[src/rtl/counting_seq_gen.sv]
// Run-length symbol generator: one (n1,n2,n3) descriptor produces n1 x 1, n2 x 2 and n3 x 3 on a valid/ready stream.
// Optional tail symbol (num=1 after the last run) is enabled by defining COUNTING_SEQ_TAIL_EN.
module counting_seq_gen #(
  parameter int unsigned CNT_W = 4
) (
  input  logic             clk,
  input  logic             reset,
  input  logic             cfg_valid,
  output logic             cfg_ready,
  input  logic [CNT_W-1:0] cfg_n1,
  input  logic [CNT_W-1:0] cfg_n2,
  input  logic [CNT_W-1:0] cfg_n3,
  output logic [1:0]       num,
  output logic             num_valid,
  input  logic             num_ready,
  output logic             busy,
  output logic             done
);

  typedef enum logic [2:0] {IDLE, RUN1, RUN2, RUN3, TAIL, FIN} state_t;

  localparam logic [CNT_W-1:0] ONE = CNT_W'(1);

  state_t           state_q, state_d;
  logic [CNT_W-1:0] cnt1_q, cnt2_q, cnt3_q;
  logic [1:0]       num_q;
  logic             num_valid_q, done_q;
  logic             xfer;

  // First state with work left, in run order; falls through to the tail or FIN.
  function automatic state_t pick(input logic h1, input logic h2, input logic h3);
    if (h1) return RUN1;
    if (h2) return RUN2;
    if (h3) return RUN3;
`ifdef COUNTING_SEQ_TAIL_EN
    return TAIL;
`else
    return FIN;
`endif
  endfunction

  function automatic logic [1:0] sym_of(input state_t s);
    case (s)
      RUN1, TAIL: return 2'd1;
      RUN2:       return 2'd2;
      RUN3:       return 2'd3;
      default:    return 2'd0;
    endcase
  endfunction

  assign xfer = num_valid_q && num_ready;

  always_comb begin
    state_d = state_q;
    case (state_q)
      IDLE: if (cfg_valid) state_d = pick(cfg_n1 != '0, cfg_n2 != '0, cfg_n3 != '0);
      RUN1: if (xfer && cnt1_q == ONE) state_d = pick(1'b0, cnt2_q != '0, cnt3_q != '0);
      RUN2: if (xfer && cnt2_q == ONE) state_d = pick(1'b0, 1'b0, cnt3_q != '0);
      RUN3: if (xfer && cnt3_q == ONE) state_d = pick(1'b0, 1'b0, 1'b0);
      TAIL: if (xfer) state_d = FIN;
      FIN:  state_d = IDLE;
      default: state_d = IDLE;
    endcase
  end

  // Outputs are registered from the next state, so run changes happen without a bubble.
  always_ff @(posedge clk) begin
    if (reset) begin
      state_q     <= IDLE;
      cnt1_q      <= '0;
      cnt2_q      <= '0;
      cnt3_q      <= '0;
      num_q       <= '0;
      num_valid_q <= 1'b0;
      done_q      <= 1'b0;
    end else begin
      state_q     <= state_d;
      num_q       <= sym_of(state_d);
      num_valid_q <= (state_d == RUN1) || (state_d == RUN2) ||
                     (state_d == RUN3) || (state_d == TAIL);
      done_q      <= (state_d == FIN);
      case (state_q)
        IDLE: if (cfg_valid) begin
          cnt1_q <= cfg_n1;
          cnt2_q <= cfg_n2;
          cnt3_q <= cfg_n3;
        end
        RUN1: if (xfer && cnt1_q != '0) cnt1_q <= cnt1_q - ONE;
        RUN2: if (xfer && cnt2_q != '0) cnt2_q <= cnt2_q - ONE;
        RUN3: if (xfer && cnt3_q != '0) cnt3_q <= cnt3_q - ONE;
        default: ;
      endcase
    end
  end

  assign cfg_ready = (state_q == IDLE);
  assign busy      = ~cfg_ready;
  assign num       = num_q;
  assign num_valid = num_valid_q;
  assign done      = done_q;

endmodule

[config.mk]
export PLATFORM = sky130hd
export DESIGN_NAME = counting_seq_gen
export DESIGN_NICKNAME = d
export VERILOG_FILES = /design/src/rtl/counting_seq_gen.sv
export SDC_FILE = /design/constraint.sdc
export NUM_CORES = 1
export LEC_CHECK = 0
export ABC_AREA = 0
export BUFFER_PORTS_ARGS = -buffer_cell sky130_fd_sc_hd__buf_4
export CORE_ASPECT_RATIO = 1.25
export CORE_MARGIN = 2
export CORE_UTILIZATION = 50
export CTS_CLUSTER_SIZE = 24
export DETAILED_ROUTE_END_ITERATION = 6
export GPL_ROUTABILITY_DRIVEN = 1
export PLACE_DENSITY = 0.75
export SKIP_CTS_REPAIR_TIMING = 1
export SYNTH_ARGS = -nofsm -noshare
export SYNTH_HDL_FRONTEND = slang
export SYNTH_SLANG_ARGS = --single-unit
[constraint.sdc]
create_clock -name clk -period 1.6 [get_ports clk]
set_input_delay 0.16 -clock clk [delete_from_list [all_inputs] [get_ports clk]]
set_output_delay 0.16 -clock clk [all_outputs]
set_load 0.1 [all_outputs]
# Yosys cells after proc, flatten, opt, wreduce, memory -nomap -nowiden
# Cells that the tools add are included.
# word_totals
mem_count	0
output_inout_bits	6
romBits	0
regBits	19
ramBits	0
latch_bits	0
# classes
div	0
n_lt_le_gt_ge	0
n_eq_ne	16
reduce_logical	24
mul	0
n_addsub	3
bitwise_logic	1
shifts	0
n_mux	49
# op_table
op	n
3-bit two-way mux	17
4-bit two-way mux	6
4-bit one-hot mux with 2 select lines	3
4-bit nonzero test	6
1-bit two-way mux	21
3-bit one-hot mux with 5 select lines	1
3-bit by 2-bit equality test with 1-bit output, second input constant	4
4-bit by 1-bit equality test with 1-bit output, second input constant	3
4-bit by 1-bit subtractor with 4-bit output, second input constant	3
3-bit equality test, second input constant	3
3-bit AND reduction	3
2-bit inequality test, second input constant	4
1-bit logical AND	7
3-bit by 1-bit equality test with 1-bit output, second input constant	2
2-bit one-hot mux with 3 select lines	1
2-bit nonzero test	3
3-bit zero test	1
1-bit logical OR	3
2-bit OR reduction	1
1-bit inverter	1

# Longest topological paths before layout
# logic_depth
ltp_word	20
mapped_depth	7
mapped_depth_nobuf	7

# Least setup slack after synthesis
# Ideal clock, no wire load.
# synth_timing
kind	register to output
start	register state_q[2]
end	output port cfg_ready
slack_ps	-669
required_ps	1440
path_stages_with_launch	4
arrival_ps	2109
n_path_buf	1
path_cell_list	dfxtp_1 > buf_2 > or3_1 > inv_1
# synth_between
elab_chain_len	1
# synth_rtl
element	line_no	rtl
start, declared	24	state_t state_q, state_d;
start signal, assigned	77	state_q <= state_d;
3-bit zero test	96	assign cfg_ready = (state_q == IDLE);
end, declared	9	output logic cfg_ready,
# Every way passes these cells.

# Worst setup path after layout
# layout_timing
start	register cnt2_q[1]
end	register num_valid_q, in the netlist num_valid
# layout_between
elab_chain_len	11
elab_cells_between_ends	17
cone_classes	5 x eq/ne; 7 x mux; 5 x reduce/logical
# layout_rtl
element	line_no	rtl
start, declared	25	logic [CNT_W-1:0] cnt1_q, cnt2_q, cnt3_q;
start signal, assigned	85	cnt2_q <= cfg_n2;
start signal, assigned	89	RUN2: if (xfer && cnt2_q != '0) cnt2_q <= cnt2_q - ONE;
4-bit nonzero test	57	RUN1: if (xfer && cnt1_q == ONE) state_d = pick(1'b0, cnt2_q != '0, cnt3_q != '0);
1-bit two-way mux	33	if (h2) return RUN2;
1-bit two-way mux	57	
1-bit two-way mux	55	case (state_q)
3-bit two-way mux	34	if (h3) return RUN3;
3-bit two-way mux	57	
3-bit one-hot mux with 5 select lines *	55	
3-bit by 1-bit equality test with 1-bit output / 3-bit by 2-bit equality test with 1-bit output (equally long branches)	79	num_valid_q <= (state_d == RUN1) || (state_d == RUN2) ||
1-bit logical OR (2 in series)	79	
1-bit logical OR *	80	(state_d == RUN3) || (state_d == TAIL);
end signal, assigned	79	
end, declared	27	logic num_valid_q, done_q;
# Every way passes the cells marked *; elsewhere a longest branch is shown, timed or not. The select of a mux whose other input is x is not followed.
# A chain may end at the register's enable or synchronous reset.

==> impl_metrics.toml <==
[outcome]
run_status = "complete, but fails checks"
violations = "setup timing"

[placed_design]
gp_congestion = 0.8894
place_hpwl_microns = 2939
post_dp_cell_area_sq_um = 1849
io_buffers = 21

[critical_path]
crit_arrival_ns = 1.98
crit_chain = "inv_4 -> ha_2 -> and4_4 -> a21oi_1 -> a311o_1 -> buf_4 -> a21oi_2 -> a211oi_2"
reg2reg_from = "cnt2_q[1]"
reg2reg_slack_ns = -0.19
start_kind = "flop"
setup.worst_path.start = "cnt2_q[1]"
rr_worst_depth = 8
regToRegEndpoint = "num_valid"
path_class = "reg2reg"
cp-end-kind = "flop"
cp_max_fo = 4
cp_data_required_time_ns = 1.79
crit_slowest_cell = "a311o_1"
worst_path_largest_cell_delay_ns = 0.41

[hold_path]
hp-class = "in2reg"
holdPathStages = 3
hold_end = "cnt3_q[0]"
min_from = "cfg_n3[0]"

[route]
drt_wl_total_microns = 4314
dr.pass1.iters = 4
drt_iter0_drc = 51
wire_per_inst_microns = 16.47
via_per_inst = 6.008
num_vias = 1574
drtAntennaViolNets = 0
route.detailed.drc = 0

[floorplanning]
design.core.area_sq_um = 2628
num_rows = 21
die_area_sq_um = 3134
initial_core_util = 0.5138
ios = 22
die_h_microns = 62.10
die_w_microns = 50.48

[sta]
fin_crit_ns = 1.787
worstMarginPinSlew_ns = 0.3724
finalSetupViolations = 14
maxSlewViolCount = 0
finalSetupTns_ns = -1.048
rsz0062_at_grt = "yes"
slew_headroom = 0.7501
finalHoldViolations = 0
setup_slack_ns = -0.1870
fin_skew_ns = 0.005737
fin_crit_sh = 1.117
max_freq_mhz = 559.6

[logic_synthesis]
synth-edff-count = 0
yosys.area.top_type_share = 0.2817
async_reset_ff_frac = 0
synth_ff_type = "dfxtp_1"
synthCells = 170
ys_ff_latch = 19
yosys.cell_types.count = 46
syn_avg_cell_area_sq_um = 7.941
yosys.area.top_type = "dfxtp_1"
ys.warnings.count = 0
seq_area_frac_synth = 0.2817
syn_nets = 194
synth.area.top_cells = "dfxtp_1 (28%), ha_1 (7.4%), a21oi_1 (6.3%), nor2_1 (4.4%), nand2_1 (3.6%)"
synth_area_sq_um = 1350

[power]
ir_worst_vdd_mv = 0.5650
pwr_density_cell_nw_per_um2 = 750.4
leakagePower_nw = 0.8528
total_power_mw = 1.545

[clock_network]
clock_latency_ns = 0.30
cts-root-buf = "clkbuf_4"
clk_pin_slew_ns = 0.11
clockBufferDepth = 2
cts_buffers = 3
cts_max_level = 1
clock_sinks = 19
cts_tree = "done"

[grt]
grt_max_degree = 20
grt_pass1_wl_microns = 6265
track_usage = 0.2623
grt-ovfl-total = 0
grt_pass1_vias = 1477
antenna_found_initial = 0

[layout]
area_delta_synth_final_pct = 52.55
finalNetCount = 253
final_cell_mix = "buf_4 (59), nor2_1 (15), a21oi_1 (15)"
post-route-cell-area_sq_um = 2059
insertedDiodeCount = 0
mostFrequentLayoutCell = "buf_4"
drive_gt1_frac = 0.5132

[flow_run]
drv_cap = 0
-- worst max-delay path: cells and delay by family (launching register included) --
| kind | cells | cell delay, ns |
|---|---|---|
| compound gates | 4 | 0.70 |
| flops | 1 | 0.35 |
| buf+inv | 2 | 0.23 |
| simple gates | 1 | 0.23 |
| fa+ha+maj | 1 | 0.18 |
-- metal layers --
metal | GRT usage | wire length (microns) | vias up
met3 | 0.04785 | 183 | 20
li1 | - | - | 751
met1 | 0.2711 | 1577 | 752
met4 | 0.1004 | 162 | 0
met5 | 0 | 0 | -
met2 | 0.5282 | 2389 | 51
-- worst max path at each step --
| stage | end | slack, ns | depth (start not counted) |
|---|---|---|---|
| CTS | num_valid | -0.20 | 7 |
| floorplan | num[0] | -0.10 | 6 |
| finish | num_valid | -0.19 | 8 |
| global placement | num[0] | -0.14 | 6 |
| global route | num_valid | -0.25 | 7 |
| detailed placement | num_valid | -0.17 | 6 |
-- Yosys cell counts (2+ instances only) --
cell      count
nor3b_2       2
and3b_1       2
a211oi_1      3
or3b_1        3
a21oi_1      17
nor4_1        3
inv_1         8
or3b_2        2
and2_1        2
buf_2         2
nand3b_1      4
a31oi_1       5
nand2b_1      2
buf_4         2
nand3_1       7
a21o_1        4
and3_1        2
dfxtp_1      19
nand2_1      13
clkbuf_1      3
and4_1        2
nor3_1        6
ha_1          8
o21ai_0       9
nor2_1       16
nand4_1       4
-- cell families after synthesis --
family,Yosys count,synth area share
AOI/OAI and AO/OA,49,0.2382
adders and majority gates,8,0.07415
buffers and inverters,16,0.05189
DFF,19,0.2817
muxes,1,0.007415
and+or+nand+nor,77,0.3466
-- sequential cells by signal, summed over array words and instances, names as in the netlist --
signal / flops
num_valid: 1
state_q: 3
num: 2
cnt3_q: 4
done: 1
cnt2_q: 4
cnt1_q: 4
-- power breakdown --
part	total (mW)	internal, mW	switching, mW
logic	0.733	0.338	0.395
registers	0.569	0.519	0.0505
clock network	0.243	0.0930	0.150
-- layout make-up --
class                   count  area [sq um]
clock buffers               3         22.52
clock inverters             1         5.005
fillers                   181         568.0
inverters                   8         36.28
multi-input cells         135          1069
flip-flops and latches     19         395.4
well taps                  34         42.54
repair buffers             62         489.2
-- per-stage QoR --
step | hold slack (ns) | util | instances | worst slack [ns]
5_1_grt | 0.1400 | 0.7838 | 262 | -0.2463
3_5_place_dp | 0.4753 | 0.7038 | 254 | -0.1743
2_1_floorplan | 0.3044 | - | 170 | -0.1030
4_1_cts | 0.1479 | 0.7143 | 258 | -0.1977
6_report | 0.1481 | 0.7838 | 262 | -0.1870
3_3_place_gp | 0.4711 | 0.7038 | 254 | -0.1424
Note: power is estimated with default switching activity, not from simulation.
